**config.mk**
```make
export PLATFORM = sky130hd
export DESIGN_NAME = wrr_sched
export DESIGN_NICKNAME = d
export VERILOG_FILES = /design/src/rtl/arb_pkg.sv /design/src/rtl/rot_pridec.sv /design/src/rtl/wrr_sched.sv
export SDC_FILE = /design/constraint.sdc
export NUM_CORES = 1
export LEC_CHECK = 0
export CAP_MARGIN = 20
export CELL_PAD_IN_SITES_DETAIL_PLACEMENT = 1
export CELL_PAD_IN_SITES_GLOBAL_PLACEMENT = 1
export CORE_UTILIZATION = 33
export CTS_BUF_LIST = sky130_fd_sc_hd__clkbuf_16
export DETAILED_ROUTE_END_ITERATION = 16
export PLACE_DENSITY = 0.88
export SYNTH_ARGS = -nofsm -noshare
export SYNTH_HDL_FRONTEND = slang
export SYNTH_SLANG_ARGS = --single-unit
```
**constraint.sdc**
```tcl
create_clock -name clk -period 6.1 [get_ports clk]
set_input_delay 0.915 -clock clk [delete_from_list [all_inputs] [get_ports clk]]
set_output_delay 0.915 -clock clk [all_outputs]
set_load 0.01 [all_outputs]
```
**src/rtl/arb_pkg.sv**
```systemverilog
// Shared arbitration package.
// Holds the default requester count and weight width, an index-width helper,
// and the per-cycle decision type used by the weighted round-robin scheduler.
package arb_pkg;

  localparam int DEF_NUM_REQS = 4;
  localparam int DEF_QWID     = 4;

  // Width of an index into n entries. A single-entry arbiter still needs
  // one bit so that the ports keep a legal width.
  function automatic int idx_w(input int n);
    return (n > 1) ? $clog2(n) : 1;
  endfunction

  typedef enum logic [1:0] {
    DEC_IDLE   = 2'd0,
    DEC_HOLD   = 2'd1,
    DEC_ROTATE = 2'd2
  } dec_e;

endpackage

```
**src/rtl/rot_pridec.sv**
```systemverilog
// Rotating first-one priority decoder.
// Finds the first set bit of vec, searching upward from index start and
// wrapping modulo N, so that the entry just below start is searched last.
// Ports:
//   vec   - candidate vector
//   start - index searched first
//   found - at least one bit of vec is set
//   idx   - index of the first set bit in rotated order (0 when none)
module rot_pridec #(
  parameter int N  = 4,
  parameter int IW = 2
) (
  input  logic [N-1:0]  vec,
  input  logic [IW-1:0] start,
  output logic          found,
  output logic [IW-1:0] idx
);

  function automatic int wrap_idx(input int s, input int k);
    return (s + k) % N;
  endfunction

  // Walk from the far end back toward start so the nearest hit wins.
  always_comb begin
    found = 1'b0;
    idx   = '0;
    for (int k = N - 1; k >= 0; k--) begin
      if (vec[wrap_idx(int'(start), k)]) begin
        found = 1'b1;
        idx   = IW'(wrap_idx(int'(start), k));
      end
    end
  end

endmodule

```
**src/rtl/wrr_sched.sv**
```systemverilog
// Weighted round-robin scheduler for NUM_REQS FIFOs sharing one pop port.
// The current owner keeps the grant for up to weight[owner] consecutive
// packets, after which the turn passes to the next eligible requester.
// Grants are combinational so the FIFO pop lands in the decision cycle.
// Ports:
//   clk, rst  - clock, asynchronous active-high reset
//   blk       - downstream backpressure; no grant while high
//   reqs      - per-FIFO request (~empty)
//   weights   - flat weights, requester i at [(i+1)*QWID-1 : i*QWID]
//   gnt       - one-hot or zero grant (FIFO pop)
//   gnt_vld   - |gnt
//   gnt_idx   - granted index, 0 when no grant
//   gnt_last  - this grant consumes the owner's final credit
//
// decision | meaning
// IDLE     | blk high or nothing eligible; owner/credit held
// HOLD     | owner still eligible with credit left; credit decrements
// ROTATE   | turn passes to next eligible after owner; credit reloads
module wrr_sched
  import arb_pkg::*;
#(
  parameter int NUM_REQS = DEF_NUM_REQS,
  parameter int QWID     = DEF_QWID,
  parameter int IW       = idx_w(NUM_REQS)
) (
  input  logic                     clk,
  input  logic                     rst,
  input  logic                     blk,
  input  logic [NUM_REQS-1:0]      reqs,
  input  logic [NUM_REQS*QWID-1:0] weights,
  output logic [NUM_REQS-1:0]      gnt,
  output logic                     gnt_vld,
  output logic [IW-1:0]            gnt_idx,
  output logic                     gnt_last
);

  logic [IW-1:0]       owner_q, owner_d;
  logic [QWID-1:0]     credit_q, credit_d;
  logic [NUM_REQS-1:0] eligible;
  logic [IW-1:0]       search_start;
  logic                rot_found;
  logic [IW-1:0]       rot_idx;
  logic [QWID-1:0]     w_new;
  dec_e                dec;

  always_comb begin
    eligible = '0;
    for (int i = 0; i < NUM_REQS; i++) begin
      eligible[i] = reqs[i] & (weights[i*QWID +: QWID] != '0);
    end
  end

  // Owner is searched last, so the search begins one past it.
  assign search_start = (int'(owner_q) == NUM_REQS - 1) ? '0 : owner_q + IW'(1);

  rot_pridec #(
    .N  (NUM_REQS),
    .IW (IW)
  ) u_rot_pridec (
    .vec   (eligible),
    .start (search_start),
    .found (rot_found),
    .idx   (rot_idx)
  );

  assign w_new = weights[int'(rot_idx)*QWID +: QWID];

  // Outputs are gated by rst so they read zero during reset even though
  // they are combinational from inputs.
  always_comb begin
    dec      = DEC_IDLE;
    gnt_idx  = '0;
    gnt_last = 1'b0;
    owner_d  = owner_q;
    credit_d = credit_q;
    if (!rst && !blk) begin
      if (eligible[owner_q] && (credit_q != '0)) begin
        dec      = DEC_HOLD;
        gnt_idx  = owner_q;
        gnt_last = (credit_q == QWID'(1));
        credit_d = credit_q - QWID'(1);
      end else if (rot_found) begin
        dec      = DEC_ROTATE;
        gnt_idx  = rot_idx;
        gnt_last = (w_new == QWID'(1));
        owner_d  = rot_idx;
        credit_d = w_new - QWID'(1);
      end
    end
  end

  assign gnt_vld = (dec != DEC_IDLE);

  always_comb begin
    gnt = '0;
    for (int i = 0; i < NUM_REQS; i++) begin
      gnt[i] = gnt_vld && (gnt_idx == IW'(i));
    end
  end

  always_ff @(posedge clk or posedge rst) begin
    if (rst) begin
      owner_q  <= IW'(NUM_REQS - 1);
      credit_q <= '0;
    end else begin
      owner_q  <= owner_d;
      credit_q <= credit_d;
    end
  end

endmodule

```
==> metrics.md, run 1 <==
| Metric | Value |
|---|---|
| Initial Utilization | `between 30% and 40%` |
| IO buf count | `30` |
| Clock buffer depth | `2` |
| Logic pwr share | `61.7%` |
| WL final | `2.74 mm` |
| # H-tree levels | `1` |
| Crit path launch type | `input port` |
| WP data required | `5.18 ns` |
| CTS sink cnt | `6` |
| Sequential share of power | `16.5%` |
| Total number of vias | `between 800 and 900` |
| Worst EP arrival | `~4.6 ns` |
| Sw power | `0.209 mW` |
| Final Skew | `0.00166 ns` |
| Fin crit share | `90.5%` |
| Synth Instances | `92` |
| Worst-skew pair later-pin latency | `0.23 ns` |
| Yosys cell types | `39` |
| Vias in the first global route | `960` |
| Post-DR wirelength/cell | `18.1 um` |
| P&R area growth vs syn | `49.5%` |
| Clk root buf | `clkbuf_16` |
| Hold buffer count at cts | `0` |
| Final hold vios | `0` |
| DR iter-0 viols | `20` |
| RSZ-0062 raised after global routing | `false` |
| Overflow after GRT | `0` |
| Outcome | `finished clean` |
| Fin. max-slew vios | `0` |
| FF+latch count, synth | `6` |
| Fin crit period | `between 5 and 6 ns` |
| Ys Warns | `0` |
| Antenna violations before repair | `0` |
| Power, Total | `0.499 mW` |
| Total track usage | `23.2%` |
| Switching share of total power | `41.9%` |
| Num ports | `31` |
| Post-CTS Setup Inserts | `0` |
| Worst VDD drop | `0.231 mV` |
| Largest net degree at the start of global routing | `11` |
| Sequential area share after synthesis | `19.0%` |
| Layout Nets | `approximately 150` |
| TritonCTS clock tree | `built` |
| Post-route ant nets | `0` |
| Maxcap violations | `0` |
| Fin Setup TNS | `0 ns` |
| Clk slew on worst S/H paths | `0.03 ns` |
| Post-CTS resize count | `0` |
| Hpwl dp | `around 2.1 mm` |
| CTS buffer count | `3` |
| Chip height | `51.3 um` |
| First-pass iteration count of the detailed router | `4` |
| Pwr Density | `~420 nW/um^2` |
| Drt via density | `5.72` |
| Share of cells above drive strength 1 | `12.9%` |
| GP Congestion | `0.878` |
| Core area | `between 2000 and 2500 um^2` |
| Rel. slew slack | `57.2%` |
| Leak | `0.515 nW` |
| First-pass GRT wire length | `4.51 mm` |
| FILL cells | `271` |
| Mapped Area | `803 um^2` |
| Die Wd | `roughly 51 um` |
| CP Max Fanout | `10` |
| DIE AREA | `2640 um^2` |
| Internal cell power | `0.290 mW` |
| Post-synth net total | `120` |
| Post-synthesis area per instance | `slightly below 9 um^2` |
| Final setup fails | `0` |
| Max Fclk | `181 MHz` |
| Crit Path Class | `input port to primary output` |
| Drt drc | `0` |
| Crit end category | `primary output` |
| Worst Max-Slew Pin Slew | `between 0.6 and 0.7 ns` |
| Hold WC Path Type | `register to register` |
| Std-Cell Rows | `17` |
| Ant. Diodes | `0` |
| Clock power frac | `between 20% and 30%` |
## logic make-up (layout without fill, tap and decap cells)
group,count (synthesis),count (layout),synth area share (%)
compound gates,29,29,30.4
xor+xnor,1,1,1.09
fa+ha+maj,5,5,7.79
buf+inv,11,43,6.23
flops,6,6,19.0
mux,13,13,19.0
simple gates,27,27,16.5
## power groups by stage
stage          combinational [mW]  sequential (mW)  clock, mW
6_report                    0.308           0.0825      0.108
5_1_grt                     0.340           0.0851      0.112
4_1_cts                     0.311           0.0826      0.109
3_5_place_dp                0.302           0.0824          0
3_3_place_gp                0.292           0.0818          0
2_1_floorplan               0.231           0.0764          0
## final timing paths
kind	start	cells after the start	slack (ns)	endpoint
max reg2reg	owner_q[0]$_DFFE_PP1P_	11	3.43	credit_q[2]$_DFFE_PP0P_
max	weights[9]	12	0.58	gnt_last
min in group asynchronous	rst	2	0.99	credit_q[0]$_DFFE_PP0P_
min	credit_q[1]$_DFFE_PP0P_	2	0.53	credit_q[1]$_DFFE_PP0P_
min reg2reg	credit_q[1]$_DFFE_PP0P_	2	0.53	credit_q[1]$_DFFE_PP0P_
max in group asynchronous	rst	2	4.85	owner_q[0]$_DFFE_PP1P_
## routing by layer
metal  up-vias  part of all wire, %  wire, um  GRT usage (%)
met5         -                    0         0              0
met4         0                  1.5        42           6.31
met3         6                  4.6       126           3.87
met2        32                   50      1370           41.7
met1       414                   44      1210           28.3
li1        417                    -         -              -
## cell type report
| class | count | area, um^2 | share of cell area (%) |
|---|---|---|---|
| clock inverters | 1 | 3.75 | 0.313 |
| well taps | 28 | 35.0 | 2.92 |
| clock buffers | 3 | 75.1 | 6.25 |
| inverters | 9 | 33.8 | 2.81 |
| multi-input cells | 75 | 601 | 50.0 |
| repair buffers | 30 | 300 | 25.0 |
| flip-flops and latches | 6 | 153 | 12.7 |
## sequential cells by signal, indices dropped and copies added, names as in the netlist
name      flops
credit_q      4
owner_q       2
## synthesized netlist by cell type
master | count | area, um^2
nor2b_1 | 1 | 6.26
nor3b_2 | 1 | 12.5
a21oi_1 | 3 | 15.0
a21o_1 | 2 | 15.0
nand4b_1 | 1 | 8.76
mux2i_1 | 9 | 90.1
ha_1 | 5 | 62.6
a21oi_2 | 1 | 8.76
o221ai_1 | 1 | 8.76
o21ai_0 | 4 | 20.0
nand3_1 | 3 | 15.0
mux2_2 | 2 | 22.5
or3_1 | 1 | 6.26
o31ai_2 | 1 | 12.5
or2_1 | 1 | 6.26
o41a_1 | 2 | 22.5
inv_1 | 9 | 33.8
o211ai_1 | 1 | 7.51
nor3_1 | 1 | 5.00
mux4_1 | 1 | 26.3
and2_1 | 1 | 6.26
buf_6 | 1 | 11.3
a22oi_1 | 1 | 7.51
o21ai_2 | 1 | 8.76
a22oi_2 | 1 | 12.5
buf_2 | 1 | 5.00
a21boi_2 | 1 | 11.3
dfstp_2 | 2 | 52.6
nor2_1 | 10 | 37.5
dfrtp_1 | 4 | 100
o22ai_1 | 2 | 12.5
o41ai_2 | 2 | 32.5
xnor2_1 | 1 | 8.76
nand2_1 | 6 | 22.5
mux2i_2 | 1 | 13.8
a311o_1 | 1 | 10.0
nand2b_1 | 1 | 6.26
o41ai_1 | 3 | 26.3
a31oi_1 | 2 | 12.5
## critical path, cell delays in order
cell,delay (ns)
clkdlybuf4s50_1,0.45
o41ai_2,0.65
o22ai_1,0.18
a21oi_1,0.16
a21boi_2,0.50
mux2i_1,0.17
a22oi_2,0.31
ha_1,0.22
nand2_1,0.05
o41ai_1,0.28
and2_1,0.17
clkdlybuf4s50_1,0.53
## through the flow
| step | worst slack (ns) | cell area [um^2] | hold WS, ns | std cells | util, % |
|---|---|---|---|---|---|
| 2_1_floorplan | 2.15 | 803 | 0.465 | 92 | - |
| 3_3_place_gp | 0.740 | 1120 | 0.509 | 148 | 49.8 |
| 3_5_place_dp | 0.578 | 1120 | 0.518 | 148 | 49.8 |
| 4_1_cts | 0.569 | 1200 | 0.533 | 152 | 53.3 |
| 5_1_grt | 0.335 | 1200 | 0.552 | 152 | 53.3 |
| 6_report | 0.580 | 1200 | 0.531 | 152 | 53.3 |
## cell usage in the layout (no fill, tap or decap), types with 2 or more instances in the layout
| master | synthesis | layout |
|---|---|---|
| a21o_1 | 2 | 2 |
| clkbuf_16 | 0 | 3 |
| o21ai_0 | 4 | 4 |
| a31oi_1 | 2 | 2 |
| nor2_1 | 10 | 10 |
| a21oi_1 | 3 | 3 |
| o41a_1 | 2 | 2 |
| o41ai_2 | 2 | 2 |
| nand3_1 | 3 | 3 |
| nand2_1 | 6 | 6 |
| o22ai_1 | 2 | 2 |
| mux2_2 | 2 | 2 |
| ha_1 | 5 | 5 |
| dfrtp_1 | 4 | 4 |
| o41ai_1 | 3 | 3 |
| dfstp_2 | 2 | 2 |
| clkdlybuf4s50_1 | 0 | 30 |
| mux2i_1 | 9 | 9 |
| inv_1 | 9 | 10 |
Note: power is estimated with default switching activity, not from simulation.
==> inputs of run 2 (changes only) <==
--- a/config.mk
+++ b/config.mk
@@ -12,6 +12,7 @@
 export CTS_BUF_LIST = sky130_fd_sc_hd__clkbuf_16
 export DETAILED_ROUTE_END_ITERATION = 16
 export PLACE_DENSITY = 0.88
+export SLEW_MARGIN = 30
 export SYNTH_ARGS = -nofsm -noshare
 export SYNTH_HDL_FRONTEND = slang
 export SYNTH_SLANG_ARGS = --single-unit
==> results of run 2 <==
Final layout, timing and power as in run 1 (identical DEF).
==> inputs of run 3 (changes only) <==
--- a/config.mk
+++ b/config.mk
@@ -12,7 +12,6 @@
 export CTS_BUF_LIST = sky130_fd_sc_hd__clkbuf_16
 export DETAILED_ROUTE_END_ITERATION = 16
 export PLACE_DENSITY = 0.88
-export SLEW_MARGIN = 30
 export SYNTH_ARGS = -nofsm -noshare
 export SYNTH_HDL_FRONTEND = slang
 export SYNTH_SLANG_ARGS = --single-unit
==> results of run 3 <==
Final layout, timing and power as in run 1 (identical DEF).
